[src/rtl/id_decode_pipe_if.sv]
// Handshake bundle for the MIPS-I decode stage.
//   in_*  : fetch side (valid/ready, raw instruction, pc+4)
//   out_* : execute side (valid/ready, decoded fields, immediate, targets, pc+4)
// Modports:
//   master : environment driving instructions in and accepting decoded ones out
//   slave  : the decode stage itself
interface id_decode_pipe_if #(
  parameter int unsigned DATA_W = 32,
  parameter int unsigned PC_W   = 32
);
  logic              in_valid;
  logic              in_ready;
  logic [31:0]       in_instr;
  logic [PC_W-1:0]   in_pc4;

  logic              out_valid;
  logic              out_ready;
  logic [5:0]        out_opcode;
  logic [5:0]        out_funct;
  logic [4:0]        out_rs;
  logic [4:0]        out_rt;
  logic [4:0]        out_rd;
  logic [4:0]        out_shamt;
  logic [DATA_W-1:0] out_imm;
  logic [PC_W-1:0]   out_br_target;
  logic [PC_W-1:0]   out_jmp_target;
  logic [PC_W-1:0]   out_pc4;

  modport master (
    output in_valid, in_instr, in_pc4, out_ready,
    input  in_ready, out_valid, out_opcode, out_funct, out_rs, out_rt, out_rd,
           out_shamt, out_imm, out_br_target, out_jmp_target, out_pc4
  );

  modport slave (
    input  in_valid, in_instr, in_pc4, out_ready,
    output in_ready, out_valid, out_opcode, out_funct, out_rs, out_rt, out_rd,
           out_shamt, out_imm, out_br_target, out_jmp_target, out_pc4
  );
endinterface

[src/rtl/id_decode_pipe.sv]
// Registered MIPS-I instruction-decode stage with a 2-entry skid buffer.
// Ports:
//   clk   : clock, rising edge
//   rst_n : asynchronous active-low reset
//   flush : drop all buffered and incoming instructions
//   bus   : id_decode_pipe_if.slave (fetch-side input handshake, execute-side
//           output handshake with decoded fields, immediate, branch/jump targets)
// Decode is combinational on the input side; every output comes from the head
// register, so there is no input-to-output combinational path.
module id_decode_pipe #(
  parameter int unsigned DATA_W   = 32,
  parameter int unsigned PC_W     = 32,
  parameter bit          ZEXT_LOG = 1'b1
) (
  input  logic               clk,
  input  logic               rst_n,
  input  logic               flush,
  id_decode_pipe_if.slave    bus
);

  typedef enum logic [1:0] {S_EMPTY, S_ONE, S_FULL} state_t;

  typedef struct packed {
    logic [5:0]        opcode;
    logic [5:0]        funct;
    logic [4:0]        rs;
    logic [4:0]        rt;
    logic [4:0]        rd;
    logic [4:0]        shamt;
    logic [DATA_W-1:0] imm;
    logic [PC_W-1:0]   br;
    logic [PC_W-1:0]   jmp;
    logic [PC_W-1:0]   pc4;
  } dec_t;

  state_t state_q, state_d;
  logic   in_ready_q, in_ready_d;
  dec_t   head_q, head_d;
  dec_t   tail_q, tail_d;
  dec_t   dec_in;
  logic   in_xfer, out_xfer;
  logic [15:0] imm16;

  // Field split and immediate extension of the incoming instruction.
  always_comb begin
    imm16         = bus.in_instr[15:0];
    dec_in.opcode = bus.in_instr[31:26];
    dec_in.rs     = bus.in_instr[25:21];
    dec_in.rt     = bus.in_instr[20:16];
    dec_in.rd     = bus.in_instr[15:11];
    dec_in.shamt  = bus.in_instr[10:6];
    dec_in.funct  = bus.in_instr[5:0];
    dec_in.pc4    = bus.in_pc4;
    if (dec_in.opcode == 6'h0F)
      dec_in.imm = DATA_W'($signed({imm16, 16'h0000}));
    else if (ZEXT_LOG && (dec_in.opcode == 6'h0C || dec_in.opcode == 6'h0D ||
                          dec_in.opcode == 6'h0E))
      dec_in.imm = DATA_W'(imm16);
    else
      dec_in.imm = DATA_W'($signed(imm16));
    // Branch target always uses the sign-extended offset and wraps naturally.
    dec_in.br      = bus.in_pc4 + (PC_W'($signed(imm16)) << 2);
    // Upper PC bits kept, low 28 replaced; written this way so PC_W == 28 works.
    dec_in.jmp       = bus.in_pc4;
    dec_in.jmp[27:0] = {bus.in_instr[25:0], 2'b00};
  end

  assign in_xfer  = bus.in_valid & in_ready_q;
  assign out_xfer = (state_q != S_EMPTY) & bus.out_ready;

  always_comb begin
    state_d = state_q;
    head_d  = head_q;
    tail_d  = tail_q;
    unique case (state_q)
      S_EMPTY: begin
        if (in_xfer) begin
          head_d  = dec_in;
          state_d = S_ONE;
        end
      end
      S_ONE: begin
        if (in_xfer && out_xfer) begin
          head_d = dec_in;
        end else if (in_xfer) begin
          tail_d  = dec_in;
          state_d = S_FULL;
        end else if (out_xfer) begin
          state_d = S_EMPTY;
        end
      end
      S_FULL: begin
        // in_ready is low here, so only the consume side can move.
        if (out_xfer) begin
          head_d  = tail_q;
          state_d = S_ONE;
        end
      end
      default: state_d = S_EMPTY;
    endcase
    if (flush) state_d = S_EMPTY;
    in_ready_d = (state_d != S_FULL);
  end

  always_ff @(posedge clk or negedge rst_n) begin
    if (!rst_n) begin
      state_q    <= S_EMPTY;
      in_ready_q <= 1'b1;
      head_q     <= '0;
      tail_q     <= '0;
    end else begin
      state_q    <= state_d;
      in_ready_q <= in_ready_d;
      head_q     <= head_d;
      tail_q     <= tail_d;
    end
  end

  assign bus.in_ready       = in_ready_q;
  assign bus.out_valid      = (state_q != S_EMPTY);
  assign bus.out_opcode     = head_q.opcode;
  assign bus.out_funct      = head_q.funct;
  assign bus.out_rs         = head_q.rs;
  assign bus.out_rt         = head_q.rt;
  assign bus.out_rd         = head_q.rd;
  assign bus.out_shamt      = head_q.shamt;
  assign bus.out_imm        = head_q.imm;
  assign bus.out_br_target  = head_q.br;
  assign bus.out_jmp_target = head_q.jmp;
  assign bus.out_pc4        = head_q.pc4;

endmodule

[src/flat_wrapper.sv]
// flat-port wrapper written by rule: the top's interface ports become plain ports
module id_decode_pipe_flat 
#(
  parameter int unsigned DATA_W   = 32,
  parameter int unsigned PC_W     = 32,
  parameter bit          ZEXT_LOG = 1'b1
)
  (clk, rst_n, flush, bus_in_valid, bus_in_instr, bus_in_pc4, bus_out_ready, bus_in_ready, bus_out_valid, bus_out_opcode, bus_out_funct, bus_out_rs, bus_out_rt, bus_out_rd, bus_out_shamt, bus_out_imm, bus_out_br_target, bus_out_jmp_target, bus_out_pc4);
  id_decode_pipe_if #(.DATA_W(DATA_W), .PC_W(PC_W)) bus_i ();
  input  logic clk;
  input  logic rst_n;
  input  logic flush;
  input wire logic [$bits(bus_i.in_valid)-1:0] bus_in_valid;
  input wire logic [$bits(bus_i.in_instr)-1:0] bus_in_instr;
  input wire logic [$bits(bus_i.in_pc4)-1:0] bus_in_pc4;
  input wire logic [$bits(bus_i.out_ready)-1:0] bus_out_ready;
  output wire logic [$bits(bus_i.in_ready)-1:0] bus_in_ready;
  output wire logic [$bits(bus_i.out_valid)-1:0] bus_out_valid;
  output wire logic [$bits(bus_i.out_opcode)-1:0] bus_out_opcode;
  output wire logic [$bits(bus_i.out_funct)-1:0] bus_out_funct;
  output wire logic [$bits(bus_i.out_rs)-1:0] bus_out_rs;
  output wire logic [$bits(bus_i.out_rt)-1:0] bus_out_rt;
  output wire logic [$bits(bus_i.out_rd)-1:0] bus_out_rd;
  output wire logic [$bits(bus_i.out_shamt)-1:0] bus_out_shamt;
  output wire logic [$bits(bus_i.out_imm)-1:0] bus_out_imm;
  output wire logic [$bits(bus_i.out_br_target)-1:0] bus_out_br_target;
  output wire logic [$bits(bus_i.out_jmp_target)-1:0] bus_out_jmp_target;
  output wire logic [$bits(bus_i.out_pc4)-1:0] bus_out_pc4;
  assign bus_i.in_valid = bus_in_valid;
  assign bus_i.in_instr = bus_in_instr;
  assign bus_i.in_pc4 = bus_in_pc4;
  assign bus_i.out_ready = bus_out_ready;
  assign bus_in_ready = bus_i.in_ready;
  assign bus_out_valid = bus_i.out_valid;
  assign bus_out_opcode = bus_i.out_opcode;
  assign bus_out_funct = bus_i.out_funct;
  assign bus_out_rs = bus_i.out_rs;
  assign bus_out_rt = bus_i.out_rt;
  assign bus_out_rd = bus_i.out_rd;
  assign bus_out_shamt = bus_i.out_shamt;
  assign bus_out_imm = bus_i.out_imm;
  assign bus_out_br_target = bus_i.out_br_target;
  assign bus_out_jmp_target = bus_i.out_jmp_target;
  assign bus_out_pc4 = bus_i.out_pc4;
  id_decode_pipe #(.DATA_W(DATA_W), .PC_W(PC_W), .ZEXT_LOG(ZEXT_LOG)) u_core (.clk(clk), .rst_n(rst_n), .flush(flush), .bus(bus_i));
endmodule
[config.mk]
export PLATFORM = sky130hd
export DESIGN_NAME = id_decode_pipe_flat
export DESIGN_NICKNAME = d
export VERILOG_FILES = /design/src/rtl/id_decode_pipe_if.sv /design/src/rtl/id_decode_pipe.sv /design/src/flat_wrapper.sv
export SDC_FILE = /design/constraint.sdc
export NUM_CORES = 1
export LEC_CHECK = 0
export CAP_MARGIN = 0
export CORE_MARGIN = 2
export CORE_UTILIZATION = 45
export CTS_BUF_LIST = sky130_fd_sc_hd__clkbuf_4 sky130_fd_sc_hd__clkbuf_8 sky130_fd_sc_hd__clkbuf_16
export CTS_CLUSTER_DIAMETER = 100
export DETAILED_ROUTE_END_ITERATION = 12
export GPL_TIMING_DRIVEN = 0
export HOLD_SLACK_MARGIN = 0.03
export MAX_ROUTING_LAYER = met4
export PLACE_DENSITY = 0.76
export SYNTH_ARGS = -nofsm -noshare
export SYNTH_HDL_FRONTEND = slang
export SYNTH_SLANG_ARGS = --single-unit
export TNS_END_PERCENT = 10
[constraint.sdc]
create_clock -name clk -period 2.3 [get_ports clk]
set_input_delay 0.46 -clock clk [delete_from_list [all_inputs] [get_ports clk]]
set_output_delay 0.46 -clock clk [all_outputs]
set_load 0.01 [all_outputs]
==> metrics <==
Die ar.=0.0290 mm^2; Layout area overhead=34.2%; CP Class=primary input to flip-flop; CTS tree=built; count of cell types in the netlist=63; initial antenna violation count=2; Hold/Removal Path Class=primary input to flip-flop; failing checks=setup timing; first-pass GRT wire length=63300 um; number of synthesized flops with an enable pin=0; WL final=41300 um; Root Driver=clkbuf_16; Worst setup EP type=flip-flop; dpl ws=-1.91 ns; area leader, netlist=dfrtp_1; highest-count cells in the layout ignoring fill and taps=nand2_1, dfrtp_1, clkdlybuf4s50_1; RSZ-0062 raised after global routing=yes; final setup violation count=1; Syn. warnings=0; required time worst endpoint=2.77 ns; Antenna Nets Post-Route=0; gr usage total=0.291; largest net degree at the start of global routing=121; IO Pins=231; Seq/Total Area, Yosys=0.513; Initial DRT Pass Iterations=6; crit path setup slack, layout=-0.00781 ns; row cnt=60; initial core utilization=0.461; CTS Buf Count=28; port buffer count=227; Clock Path Buffers=3; Detailed Place HPWL=29500 um; Worst path top cell family by delay=compound AO/OA/AOI/OAI gates; ys async rst share=1.00; Worst path slowest cell=a311oi_4; CP Launch Type=primary input; routed len/inst=19.5 um; Yosys reg bits=255; Worst Tran Pin Value=0.713 ns; total gr overflow=0; Worst Skew=0.00943 ns; Crit path arrival time=2.78 ns; Hold Slack=0.139 ns; vias=11900; Clock Latency Late Sink=0.55 ns; final routed DRC violation total=0; leakage=7.60 nW; CP bufs+invs=2; status=finished, violations left; Max-cap violations=0; fin crit period=2.31 ns; Die X=170 um; Gate Count Post-Synth=1484; vias per cell=5.59; Final Max Tran Viols=0; commonest non-fill, non-tap cell in the layout=nand2_1; Core Area=0.0270 mm^2; top cell type's share of synthesized area=0.510; vias in the first global route=11500; PD cells=872 mW/mm^2; maximum VDD drop=0.000492 V; Avg Inst Size Synth=8.39 um^2; Post-Syn Area=0.0125 mm^2; relative slew slack=0.525; layout cells sized above 1=0.127; final hold violation count=0; Final period util=1.00; die span in y=170 um; Fmax=433 MHz; CTS Sinks=255; Critical Path Max Stage Delay=0.41 ns; Iteration-0 DRC Markers=1037; Nets=1854; Critical Path, Cell by Cell=clkdlybuf4s15_2 > ha_4 > o211ai_1 > a21o_1 > a311oi_4 > o311ai_4 > buf_4 > a2111oi_2 > nor3_2 > o21ai_1; H-tree depth=1; synth top area cells=dfrtp_1, nand2_1, o21ai_0; Clk pin slew, worst setup/hold paths=0.06 ns; CP max FO=5; Total Power=0.0146 W; prevailing post-synth register cell=dfrtp_1; Routability Congestion=0.919
## worst reg2reg max path, stage by stage, from the launching register on
cell and delay [ns]:
dfstp_2 0.52, nand2_1 0.15, nor2_1 0.27, nand2_2 0.20, nand2_2 0.20, clkbuf_4 0.32, clkbuf_2 0.32, a31oi_1 0.13
## final cells by class
cell class                      count  area [um^2]
Timing Repair Buffer              244         2420
Antenna cell                        3         7.51
Fill cell                        2332        10300
Buffer                            123          672
Inverter                           11         41.3
Sequential cell                   255         6380
Clock inverter                      6         33.8
Clock buffer                       45          890
Multi-Input combinational cell   1092         5830
Tap cell                          341          427
## cells by family after synthesis
kind of cell	share of synthesized area
adder cells (fa/ha/maj)	0.0307
flip-flops	0.513
multiplexers	0.000904
other	0.000301
AND/OR/NAND/NOR	0.218
AO/OA/AOI/OAI	0.165
buffers and inverters	0.0540
XOR/XNOR	0.0183
## report_power, final
part | switching, W | internal [W] | total, W
registers | 0.000659 | 0.00554 | 0.00620
clock network | 0.00183 | 0.00264 | 0.00447
logic | 0.00199 | 0.00190 | 0.00389
## flip-flops by register name, indices dropped and copies added, names as in the netlist
signal,flops
u_core.bus.in_ready,1
u_core.tail_q,126
u_core.bus.out_imm,32
u_core.bus.out_rt,4
u_core.bus.out_rd,4
u_core.bus.out_br_target,30
u_core.bus.out_opcode,6
u_core.bus.out_jmp_target,6
u_core.bus.out_funct,5
u_core.bus.out_shamt,4
u_core.bus.out_rs,4
u_core.bus.out_pc4,31
u_core.state_q,2
## repair_timing
item,CTS,global route
resized for setup,162,51
pin swaps,17,17
setup buffers,8,6
hold buffers,1,0
endpoints found under the hold margin,22,0
setup endpoints to repair,215,221
## cells in the mapped netlist (7+ instances only)
library cell,n
a21oi_1,94
clkbuf_1,71
nor2_1,132
buf_2,15
nand2_1,493
nand4_1,9
nand2b_1,8
o21a_1,12
nand3_1,9
dfrtp_1,254
a21o_1,7
xnor2_1,16
inv_1,11
a31oi_1,75
o21ai_0,115
nor3_1,10
ha_1,29
buf_4,34
xor2_1,10
## final timing paths
check                                                from                                  endpoint  slack (ns)  cells past startpoint
hold reg to reg            u_core.tail_q[126]$_DFFE_PN0P_            u_core.tail_q[126]$_DFFE_PN0P_        0.48                      2
max in group asynchronous                           rst_n             u_core.tail_q[25]$_DFFE_PN0P_        0.62                      4
setup / recovery                          bus_in_instr[5]  u_core.bus.out_br_target[30]$_DFFE_PN0P_      -0.008                     10
hold / removal                              bus_in_pc4[2]              u_core.tail_q[2]$_DFFE_PN0P_        0.14                      3
min in group asynchronous                           rst_n        u_core.bus.out_imm[26]$_DFFE_PN0P_        0.34                      2
setup reg to reg            u_core.bus.in_ready$_DFF_PN1_  u_core.bus.out_br_target[19]$_DFFE_PN0P_        0.05                      7
## per-layer routing
metal	wire (um)	track usage	vias up
met1	17000	0.384	5732
met5	0	-	-
li1	-	-	5492
met4	1380	0.0981	0
met3	3750	0.0463	87
met2	19200	0.461	539
## through the flow
| step | instances | setup TNS (ns) | cell area, um^2 | util |
|---|---|---|---|---|
| finish | 2120 | -0.00781 | 16700 | 0.618 |
| global placement | 2053 | -2721.56 | 15200 | 0.562 |
| CTS | 2113 | -0.0000169 | 16500 | 0.612 |
| global route | 2119 | -0.670 | 16700 | 0.618 |
| detailed placement | 2055 | -188.39 | 15200 | 0.564 |
| floorplan | 1485 | -0.537 | 12500 | - |
Power figures use the tool's default switching activity.
